### config.mk
export PLATFORM = sky130hd
export DESIGN_NAME = vr_fifo
export DESIGN_NICKNAME = d
export VERILOG_FILES = /design/src/rtl/vr_fifo.sv
export SDC_FILE = /design/constraint.sdc
export NUM_CORES = 1
export LEC_CHECK = 0
export ABC_AREA = 1
export BUFFER_PORTS_ARGS = -buffer_cell sky130_fd_sc_hd__buf_2
export CAP_MARGIN = 40
export CORE_MARGIN = 2
export CORE_UTILIZATION = 55
export DETAILED_ROUTE_END_ITERATION = 10
export PLACE_DENSITY = 0.79
export SYNTH_ARGS = -nofsm -noshare
export SYNTH_HDL_FRONTEND = slang
export SYNTH_SLANG_ARGS = --single-unit
### constraint.sdc
create_clock -name clk -period 2.01 [get_ports clk]
set_input_delay 0.402 -clock clk [delete_from_list [all_inputs] [get_ports clk]]
set_output_delay 0.402 -clock clk [all_outputs]
set_load 0.05 [all_outputs]
### src/rtl/vr_fifo.sv
// ---------------------------------------------------------------------------
// vr_fifo -- synchronous valid/ready FIFO, single clock domain.
//
// Words offered by an upstream producer (s_*) are stored in a circular buffer
// and handed to a downstream consumer (m_*) in the order they were pushed.
// An empty FIFO shows a new word on m_* one cycle after it is pushed.
//
// Parameters
//   WIDTH  payload width in bits
//   DEPTH  number of storage entries (power of two, >= 2)
//
// Ports
//   clk      rising-edge clock
//   reset    synchronous active-high reset (clears pointers and occupancy)
//   s_valid  producer offers s_data
//   s_ready  FIFO has room; independent of m_ready
//   s_data   producer payload
//   m_valid  FIFO offers m_data
//   m_ready  consumer accepts m_data
//   m_data   head-of-queue payload
//   count    number of occupied entries (0..DEPTH)
//
// Build option
//   VR_FIFO_BYPASS_EN  when defined, an empty FIFO presents s_valid/s_data
//                      directly on m_valid/m_data. A word taken by the
//                      consumer in that same cycle never enters storage;
//                      otherwise it is stored as an ordinary push.
// ---------------------------------------------------------------------------
module vr_fifo #(
  parameter int WIDTH = 8,
  parameter int DEPTH = 4
) (
  input  logic                     clk,
  input  logic                     reset,
  input  logic                     s_valid,
  output logic                     s_ready,
  input  logic [WIDTH-1:0]         s_data,
  output logic                     m_valid,
  input  logic                     m_ready,
  output logic [WIDTH-1:0]         m_data,
  output logic [$clog2(DEPTH):0]   count
);

  localparam int AW = $clog2(DEPTH);
  localparam int CW = AW + 1;
  localparam logic [CW-1:0] FULL_COUNT = CW'(DEPTH);

  logic [WIDTH-1:0] mem_q [DEPTH];

  logic [AW-1:0] wr_ptr_q, wr_ptr_d;
  logic [AW-1:0] rd_ptr_q, rd_ptr_d;
  logic [CW-1:0] count_q,  count_d;

  logic          empty, full;
  logic          push_en;   // word is written into storage this edge
  logic          pop_en;    // head entry is retired from storage this edge
  logic [DEPTH-1:0] wr_sel;

  assign empty   = (count_q == '0);
  assign full    = (count_q == FULL_COUNT);
  assign s_ready = !reset && !full;
  assign count   = count_q;

`ifdef VR_FIFO_BYPASS_EN
  // While empty, the producer's word is visible to the consumer immediately.
  // If the consumer takes it in that cycle it is delivered without touching
  // storage; if not, it is captured like any other push.
  assign m_valid = !reset && (!empty || s_valid);
  assign m_data  = empty ? s_data : mem_q[rd_ptr_q];
  assign push_en = s_valid && s_ready && !(empty && m_ready);
  assign pop_en  = m_valid && m_ready && !empty;
`else
  assign m_valid = !reset && !empty;
  assign m_data  = mem_q[rd_ptr_q];
  assign push_en = s_valid && s_ready;
  assign pop_en  = m_valid && m_ready;
`endif

  // Next-state for pointers and occupancy. DEPTH is a power of two, so the
  // natural AW-bit overflow of the pointers is the modulo-DEPTH wrap.
  always_comb begin
    wr_ptr_d = wr_ptr_q;
    rd_ptr_d = rd_ptr_q;
    count_d  = count_q;
    if (push_en) begin
      wr_ptr_d = wr_ptr_q + AW'(1);
    end
    if (pop_en) begin
      rd_ptr_d = rd_ptr_q + AW'(1);
    end
    case ({push_en, pop_en})
      2'b10:   count_d = count_q + CW'(1);
      2'b01:   count_d = count_q - CW'(1);
      default: count_d = count_q;
    endcase
  end

  always_ff @(posedge clk) begin
    if (reset) begin
      wr_ptr_q <= '0;
      rd_ptr_q <= '0;
      count_q  <= '0;
    end else begin
      wr_ptr_q <= wr_ptr_d;
      rd_ptr_q <= rd_ptr_d;
      count_q  <= count_d;
    end
  end

  // One-hot write select per storage entry.
  for (genvar gi = 0; gi < DEPTH; gi++) begin : g_wr_sel
    assign wr_sel[gi] = push_en && (wr_ptr_q == AW'(gi));
  end

  // Storage is not reset: occupancy alone decides which entries are valid.
  // push_en is already low during reset because s_ready is forced low.
  always_ff @(posedge clk) begin
    for (int i = 0; i < DEPTH; i++) begin
      if (wr_sel[i]) begin
        mem_q[i] <= s_data;
      end
    end
  end

endmodule

==> metrics, run 1 <==
Power, Total 1.789 mW; layout cell share with drive strength beyond 1 0.2582; Setup Crit Path Kind flip-flop to output port; CP Data Arrival Time 1.51 ns; vias in the first global route 1,132; Routability Congestion 0.7438; hold buffers post-CTS 0; fin cells 215; CTS tree yes; crit-path leading delay family buffers and inverters; Comb pwr share 0.176; Mapped Cells 147; final wirelength 2944 um; worst slack at placement 0.04476 ns; post-layout minimum cycle time 1.914 ns; CP startpoint kind flip-flop; worst path cell trace inv_2 > o21ai_0 > o22ai_1 > buf_2; Maximum Capacitance Violations 0; worst vdd ir 0.5395 mV; share of the synthesized area in the top cell type 0.5680; first-pass iteration count of the detailed router 4; Routed WL per cell 13.69 um; Power per Cell Area 912.2 nW/um^2; Inst Count DP 207; # rows 20; grt ovf 0; #FFs+latches synth 41; HPWL Detailed 2076 um; post-synth cell types 18; die area 3535 um^2; slowest stage cell, crit path dfxtp_4; switching pwr 0.4973 mW; max-slew violation count 0; Worst Path Buf+Inv 2; Post-Syn Nets 165; Yosys top cell by area edfxtp_1; PortBufs 24; worst slew pin tran 0.2813 ns; Crit path required time 1.61 ns; starting density of the core 0.5681; outcome complete, no violations; die height 59.46 um; clock-pin slew on the worst setup and hold paths 0.11 ns; post-synthesis sequential area ratio 0.6746; Post-DP Area 1869 um^2; top cells by area, synth edfxtp_1 (57%), dfxtp_1 (11%), nor2_1 (5.5%); drt drc 0; area grow syn2layout 15.90%; crit share post-route 0.9525; H-tree depth 2; Yosys warning count 0; crit-path max FO 16; Via Count 1,149; post-route ant nets 0; nets 199; Cell Int Power 1.291 mW; initial antenna violation count 0; Antenna diodes 0; Clk pwr share 0.281; Clock Path Buffers 2; DR vias/cell 5.344; Max stage delay on crit path 0.39 ns; first-pass GRT wire length 4754 um; RSZ-0062 raised after global routing false; kind of end point of the critical path output port; Peak Freq 522.3 MHz; Total GRT Usage 0.1939; Die X 59.46 um; FILL cells 219; Final setup violation count 0; final setup skew 0.01158 ns; Max transition margin 0.8122; DRT iter0 DRCs 65; Flop pwr share 0.543; CTS buffer count 5; LEAKAGE 0.8047 nW; Clk Latency, worst-skew pair 0.34 ns; syn avg cell area 11.51 um^2; Syn Std Cell Area 1692 um^2; Sw Share 0.2781; final setup margin 0.09555 ns; largest net degree at the start of global routing 17; final hold vios 0; setup tns final 0 ns; CORE AREA 2978 um^2; Hold Path Class input pin to flip-flop; IO Count 25; Num Clock Sinks 41; post-layout instance area 1961 um^2; root buf cell clkbuf_4
==> cell usage in the layout, fill, tap and decap left out, types with 6 or more instances in the layout <==
master	synthesis	layout
buf_2	0	22
nand2_1	14	14
edfxtp_1	32	32
inv_1	18	17
clkbuf_4	0	7
o21ai_0	14	14
a21oi_1	6	6
nor2_1	25	25
dfxtp_1	9	6
o22ai_1	8	8
==> metrics by stage <==
stage | utilization | hold slack [ns]
6_report | 0.6584 | 0.2639
4_1_cts | 0.6538 | 0.2516
2_1_floorplan | - | 0.4475
3_3_place_gp | 0.6277 | 0.4628
3_5_place_dp | 0.6277 | 0.4712
5_1_grt | 0.6584 | 0.2432
==> area by class of cell <==
cell class                 instances  area [um^2]  share of cell area
clock buffer                       6        41.29             0.02106
inverter                          20        75.07             0.03829
clock inverter                     2        35.03             0.01787
multi-input combinational         84        457.9              0.2336
sequential                        41         1147              0.5852
tap                               33        41.29             0.02106
timing repair buffer              29        162.7             0.08296
==> cells in the mapped netlist <==
master	n
edfxtp_1	32
nor2_1	25
inv_1	18
nand2_1	14
o21ai_0	14
dfxtp_1	9
o22ai_1	8
a21oi_1	6
ha_1	5
nand3_1	4
o21ai_2	3
buf_6	2
inv_2	2
fa_1	1
nand3_2	1
nand4_1	1
nor2_2	1
o21ai_1	1
==> worst paths after layout <==
check                                         startpoint                    end  slack [ns]  cells past startpoint
worst max register to register     count[1]$_SDFFE_PP0P_  count[2]$_SDFFE_PP0P_        0.14                     13
worst min-delay path                           s_data[0]  mem_q[3][0]$_DFFE_PP_        0.26                      1
worst max-delay path                           flip-flop              m_data[4]         0.1                      4
worst min register to register  rd_ptr_q[0]$_SDFFE_PP0P_              flip-flop        0.49                      2
==> power groups by stage <==
stage | sequential [mW] | combinational [mW] | clock [mW]
2_1_floorplan | 1.01 | 0.208 | 0
3_3_place_gp | 0.986 | 0.301 | 0
3_5_place_dp | 0.988 | 0.311 | 0
4_1_cts | 0.970 | 0.313 | 0.516
5_1_grt | 0.975 | 0.341 | 0.547
6_report | 0.971 | 0.315 | 0.503
==> flip-flops by register name, indices dropped and copies added (netlist names), named ones only <==
signal	flops
mem_q	32
count	3
rd_ptr_q	2
wr_ptr_q	2
==> routing by layer <==
layer  vias to the layer above  track usage  share of wire
met1                       525       0.2032           0.40
met3                         9      0.05240          0.053
li1                        575            -              -
met4                         0       0.1364          0.022
met5                         -            0              0
met2                        40       0.3328           0.52
==> repair_timing <==
item | 4_1_cts | 5_1_grt
hold endpoints to repair | 0 | 0
gates resized for setup | 2 | 5
setup buffers | 0 | 0
setup endpoints to repair | 8 | 6
pin swaps | 0 | 0
==> kinds of logic after synthesis <==
| group | Yosys count | synth area share |
|---|---|---|
| compound gates | 32 | 0.1073 |
| fa+ha+maj | 6 | 0.04882 |
| buf+inv | 22 | 0.05769 |
| flops | 41 | 0.6746 |
| simple gates | 46 | 0.1117 |
Note: power is estimated with default switching activity, not from simulation.
==> run 2: changes to the inputs <==
Settings changed: ABC_AREA 1 to default, PLACE_DENSITY 0.79 to 0.8.
==> run 2 against run 1 <==
Against the previous run: the flow now finishes with violations (DRC, setup timing); clock skew shrank 0.0013 ns; clock power grew 30%; combinational power grew 21%; setup slack lost 0.13 ns; utilization grew 6.4 points; worst hold slack lost 0.0017 ns; register-to-register slack lost 0.18 ns; largest power group unchanged.
==> metrics, run 2 <==
outcome finished, violations left; failing checks DRC, setup timing; first-pass iteration count of the detailed router 7 (+3); IO Count 25 (unchanged); starting density of the core 0.5865 (+0.01846); Flop pwr share 0.488 (-0.055); post-synthesis sequential area ratio 0.6935 (+0.01898); Final Util 0.7226 (+0.06417); fraction of registers with async set/reset 0 (unchanged); Post-Syn Nets 112 (-32%); Hold Path Class input pin to flip-flop; final wirelength 2777 um (-5.7%); die height 58.70 um (-1.3%); Synth Area in Compound Gates 0.01901 (-0.08824); HPWL Detailed 1866 um (-10%); Clk Latency, worst-skew pair 0.35 ns (about the same); most common cell in the netlist edfxtp_1; largest family of logic cells by synthesized area multiplexers; Max stage delay on crit path 0.39 ns (about the same); Mapped Cells 94 (-36%); switching pwr 0.5272 mW (+6.0%); final hold vios 0 (unchanged); Routed WL per cell 16.93 um (+24%); worst slew pin tran 0.4539 ns (+0.1726 ns); LEAKAGE 0.7529 nW (-6.4%); largest net degree at the start of global routing 15 (-2); Setup Crit Path Kind flip-flop to flip-flop; post-synth cell types 24 (+6); final setup skew 0.01032 ns (-0.001257 ns); Crit path required time 2.29 ns (+0.68 ns); Final setup violation count 1 (+1); first-pass GRT wire length 4374 um (-8.0%); post-layout minimum cycle time 2.047 ns (+0.1323 ns); Max transition margin 0.6935 (-0.1187); initial antenna violation count 0 (unchanged); Num Clock Sinks 41 (unchanged); drt drc 1 (+1); crit-path max FO 7 (-9); commonest non-fill, non-tap cell in the layout edfxtp_1; Antenna diodes 0 (unchanged); CP Data Arrival Time 2.33 ns (+0.82 ns); CTS tree yes; largest register by flop count mem_q; top cells by area, synth edfxtp_1 (58%), dfxtp_1 (11%), mux4_2 (11%); EDFF count, synth 32 (unchanged); xor and xnor area share after synthesis 0.02129 (+0.02129); die area 3445 um^2 (-2.6%); CORE AREA 2805 um^2 (-5.8%); #FFs+latches synth 41 (unchanged); PortBufs 24 (unchanged); Multi-input gate area 485.5 um^2 (+6.0%); Yosys warning count 0 (unchanged); hold buffers post-CTS 0 (unchanged); worst vdd ir 0.5720 mV (+6.0%); final setup margin -0.03671 ns (-0.1323 ns); Clk pwr share 0.324 (+0.043); nets 150 (-25%); post-route ant nets 0 (unchanged); FILL cells 166 (-24%); Cell Int Power 1.497 mW (+16%); Most Frequent Cell on Critical Path nor3b_4; clock-pin slew on the worst setup and hold paths 0.12 ns (about the same); Yosys top cell by area edfxtp_1; setup tns final -0.03671 ns (-0.03671 ns); Syn Std Cell Area 1645 um^2 (-2.7%); area grow syn2layout 23.19%; Die X 58.70 um (-1.3%); Post-Synth Adder-Cell Area 0.05019 (+0.001374); Maximum Capacitance Violations 0 (unchanged); vias in the first global route 967 (-15%); slowest stage cell, crit path dfxtp_4; max reg flops 32 (unchanged); Synth top cells by count edfxtp_1 (32), nor2_1 (10), dfxtp_1 (9); Power per Cell Area 998.6 nW/um^2 (+9.5%); crit share post-route 1.018 (+0.06580); DRT iter0 DRCs 29 (-55%); RSZ-0062 raised after global routing true; DR vias/cell 5.366 (+0.41%); Sw Share 0.2605 (-0.01758); CP startpoint kind flip-flop; multiplexer area fraction after synthesis 0.1247 (+0.1247); register area 1154 um^2 (+0.55%); Simple-Gate Fraction of Synth Area 0.06996 (-0.04172); Routability Congestion 0.7681 (+3.3%); share of the synthesized area in the top cell type 0.5840 (+0.01598); most frequent cells in the layout edfxtp_1 (32), buf_2 (17), buf_4 (15); grt ovf 0 (unchanged); worst reg2reg setup slack -0.04 ns (-0.18 ns); Via Count 880 (-23%); H-tree depth 2 (unchanged); Total GRT Usage 0.1846 (-0.009353); kind of end point of the critical path flip-flop; CTS buffer count 5 (unchanged); Peak Freq 488.6 MHz (-6.5%); Comb pwr share 0.188 (+0.012); # rows 19 (-5.0%); worst path cell trace nor3b_4 > nor3b_4 > inv_1 > ha_2 > inv_2 > fa_2 > xor2_1 > or3_1 > a21oi_1; root buf cell clkbuf_4; layout cell share with drive strength beyond 1 0.4812 (+0.2230); Clock Path Buffers 2 (unchanged); syn avg cell area 17.50 um^2 (+52%); max-slew violation count 0 (unchanged); ys flop type edfxtp_1
## run 2: cell count changes in the layout (fill, tap and decap cells not counted), sizes merged, moves of 5 or more
| cell | previous run | this run |
|---|---|---|
| nand2 | 14 | 0 |
| o22ai | 8 | 0 |
| o21ai | 18 | 1 |
| nand3 | 5 | 0 |
| mux4 | 0 | 8 |
| nor2 | 26 | 10 |
| inv | 20 | 7 |
| buf | 27 | 34 |
## run 2: what timing repair did
item                                    in CTS  in global routing
pin swaps                                    3                  3
gates resized for setup                      6                 10
endpoints found under the setup margin       6                 10
setup buffers                                5                  1
## run 2: path summary, 6_finish.rpt
path	cells after the start	end	startpoint
max	9	count[2]$_SDFFE_PP0P_	count[1]$_SDFFE_PP0P_
min	1	mem_q[0][7]$_DFFE_PP_	s_data[7]
max reg2reg	9	count[2]$_SDFFE_PP0P_	count[1]$_SDFFE_PP0P_
min reg2reg	2	rd_ptr_q[0]$_SDFFE_PP0P_	rd_ptr_q[0]$_SDFFE_PP0P_
## run 2: power by group through the flow
stage                     clock network [mW]  registers [mW]  logic [mW]
after global placement                     0            1.00       0.334
after CTS                              0.669           0.986       0.367
after floorplan                            0            1.02       0.240
after detailed placement                   0            1.01       0.342
final                                  0.656           0.988       0.380
after global routing                   0.692           0.993       0.404
## run 2: stage by stage
stage,instances,hold WS [ns],cell area (um^2),setup WS [ns],total power [mW]
after global routing,164,0.2455,2027,-0.1025,2.089
after detailed placement,150,0.5194,1839,0.01079,1.349
after global placement,150,0.4886,1839,0.1085,1.338
final,164,0.2623,2027,-0.03671,2.024
after floorplan,94,0.4750,1663,0.002488,1.260
after CTS,163,0.2458,1998,-0.009068,2.022
## run 2: worst max-delay path: cells and delay by family, from the launching register on
family	cells	cell delay [ns]
and+or+nand+nor	3	0.64
adders and majority gates	2	0.55
DFF	1	0.39
xor gates and xnor gates	1	0.16
AOI/OAI and AO/OA	1	0.13
buffers and inverters	2	0.11
## run 2: routing by layer
metal  up-vias  routed length [um]  global-route usage
li1        424                   -                   -
met1       427                1068              0.1868
met2        21                1512              0.3403
met3         8                 123             0.06374
met4         0                  72             0.08117
met5         -                   0                   0
## run 2: logic make-up (layout without fill, tap and decap cells)
group	after synthesis	after routing
xor gates and xnor gates	4	4
DFF	41	41
and+or+nand+nor	19	19
muxes	10	10
AOI/OAI and AO/OA	5	5
buffers and inverters	9	48
adders and majority gates	6	6
## run 2: cell type report
type,instances,share of cell area
clock buffer,5,0.01852
sequential,41,0.5691
multi-input combinational,44,0.2395
tap,31,0.01914
timing repair buffer,34,0.1086
clock inverter,3,0.03395
inverter,6,0.01111
==> run 3: changes to the inputs <==
Settings changed: SKIP_CTS_REPAIR_TIMING from default to 1.
==> run 3 against run 2 <==
Against the previous run: the run still ends with DRC, setup timing left; power fell by 1.1%; die area stayed put; largest cell class unchanged; clock power hardly changed; setup slack better by 0.031 ns; non-clock buffer count fell by 5; register-to-register slack better by 0.03 ns; clock skew down 0.0025 ns; global-route usage is 0.90 points lower.
==> metrics, run 3 (synthesized netlist as in run 2, its figures left out) <==
Hold Crit Start s_data[7]; worst slew pin tran 0.5236 ns (+0.06966 ns); post-layout instance area 1979 um^2 (-2.3%); met1 usage 0.1807 (-0.006126); max-slew violation count 0 (unchanged); vias in the first global route 951 (-1.7%); Setup Crit Path Kind flip-flop to flip-flop; Via Count 858 (-2.5%); Num Clock Sinks 41 (unchanged); met3 usage 0.06154 (-0.002198); largest register by flop count mem_q; worst reg2reg setup slack -0.006 ns (+0.03 ns); CORE AREA 2805 um^2 (unchanged); Total GRT Usage 0.1755 (-0.009039); # rows 19 (unchanged); Inst Count DP 150 (unchanged); Final setup violation count 1 (unchanged); starting density of the core 0.5865 (unchanged); first-pass GRT wire length 4222 um (-3.5%); drt drc 1 (unchanged); crit share post-route 1.003 (-0.01519); nets 145 (-3.3%); Power per Cell Area 1011 nW/um^2 (+1.3%); Routed WL per cell 16.29 um (-3.8%); initial antenna violation count 0 (unchanged); Fin Hold WS 0.2591 ns (-0.003174 ns); worst vdd ir 0.6436 mV (+13%); area grow syn2layout 20.30%; final wirelength 2590 um (-6.7%); failing checks DRC, setup timing; Final Util 0.7056 (-0.01695); Clock Path Buffers 2 (unchanged); hold depth 1 (unchanged); met2 GRT Util 0.3210 (-0.01926); Die X 58.70 um (unchanged); FILL cells 176 (+6.0%); Maximum Capacitance Violations 0 (unchanged); FF-to-FF End count[2]$_SDFFE_PP0P_; Peak Freq 496.0 MHz (+1.5%); largest net degree at the start of global routing 15 (unchanged); RSZ-0062 raised after global routing true; final setup skew 0.007803 ns (-0.002517 ns); final hold vios 0 (unchanged); slowest stage cell, crit path dfxtp_4; final setup margin -0.006185 ns (+0.03052 ns); post-route ant nets 0 (unchanged); CTS tree yes; most frequent cells in the layout edfxtp_1 (32), buf_2 (18), nor2_1 (10); Max stage delay on crit path 0.39 ns (about the same); Worst Path Buf+Inv 2 (unchanged); outcome finished, violations left; DR vias/cell 5.396 (+0.57%); die height 58.70 um (unchanged); Post-DP Area 1839 um^2 (unchanged); CP Data Arrival Time 2.30 ns (-0.03 ns); layout cell share with drive strength beyond 1 0.4453 (-0.03589); IO Count 25 (unchanged); DRT iter0 DRCs 20 (-31%); Hold Path Class input pin to flip-flop; max reg flops 32 (unchanged); CTS buffer count 5 (unchanged); Worst R2R Path Depth 9 (unchanged); kind of end point of the critical path flip-flop; Antenna diodes 0 (unchanged); post-layout minimum cycle time 2.016 ns (-0.03052 ns); clock-pin slew on the worst setup and hold paths 0.12 ns (about the same); Routability Congestion 0.7681 (unchanged); Max transition margin 0.6465 (-0.04703); hold path endpoint mem_q[0][7]$_DFFE_PP_; first-pass iteration count of the detailed router 7 (unchanged); CP startpoint kind flip-flop; GRT Max-Usage Layer met2; commonest non-fill, non-tap cell in the layout edfxtp_1; crit-path max FO 7 (unchanged); Reg-to-Reg Start count[0]$_SDFFE_PP0P_; H-tree depth 2 (unchanged); crit-path leading delay family simple AND/OR/NAND/NOR gates; PortBufs 24 (unchanged); fin cells 159 (-3.0%); LEAKAGE 0.7261 nW (-3.6%); HPWL Detailed 1866 um (unchanged); setup tns final -0.006185 ns (+0.03052 ns); root buf cell clkbuf_4; worst slack at placement 0.01079 ns (unchanged); Crit path required time 2.29 ns (about the same); die area 3445 um^2 (unchanged); Power, Total 2.001 mW (-1.1%); Clk Latency, worst-skew pair 0.35 ns (about the same); grt ovf 0 (unchanged); worst path cell trace nor3b_4 > nor3b_4 > inv_1 > ha_2 > inv_1 > fa_2 > xor2_1 > or3_1 > a21oi_1
-- run 3: cell types whose count changed in the layout (fill, tap and decap cells not counted), sizes merged --
cell	previous run	this run
buf	34	29
-- run 3: worst max path at each step --
stage	startpoint	end	slack [ns]	cells after the start
6_report	count[0]$_SDFFE_PP0P_	count[2]$_SDFFE_PP0P_	-0.006	9
5_1_grt	count[1]$_SDFFE_PP0P_	count[1]$_SDFFE_PP0P_	-0.09	8
4_1_cts	flip-flop	m_data[2]	-0.02	3
3_5_place_dp	count[1]$_SDFFE_PP0P_	count[2]$_SDFFE_PP0P_	0.01	9
3_3_place_gp	count[1]$_SDFFE_PP0P_	count[2]$_SDFFE_PP0P_	0.11	9
2_1_floorplan	count[2]$_SDFFE_PP0P_	count[2]$_SDFFE_PP0P_	0.002	9
-- run 3: final cells by class --
type	instances	area, um^2	share of cell area
tap	31	38.79	0.01960
inverter	6	22.52	0.01138
timing repair buffer	29	180.2	0.09102
multi-input combinational	44	480.5	0.2427
clock inverter	3	68.82	0.03477
clock buffer	5	37.54	0.01896
sequential	41	1151	0.5815
-- run 3: report_power, final --
part | leakage (nW) | total (mW) | switching, mW | internal (mW)
logic | 0.304 | 0.357 | 0.222 | 0.135
registers | 0.366 | 0.990 | 0.0317 | 0.958
clock network | 0.0558 | 0.654 | 0.263 | 0.391
-- run 3: per-layer routing --
layer  vias to the layer above  share of wire  wire [um]
met5                         -              0          0
met4                         0          0.021         55
met3                         8          0.046        119
met2                        23           0.54       1406
met1                       410           0.39       1008
li1                        417              -          -
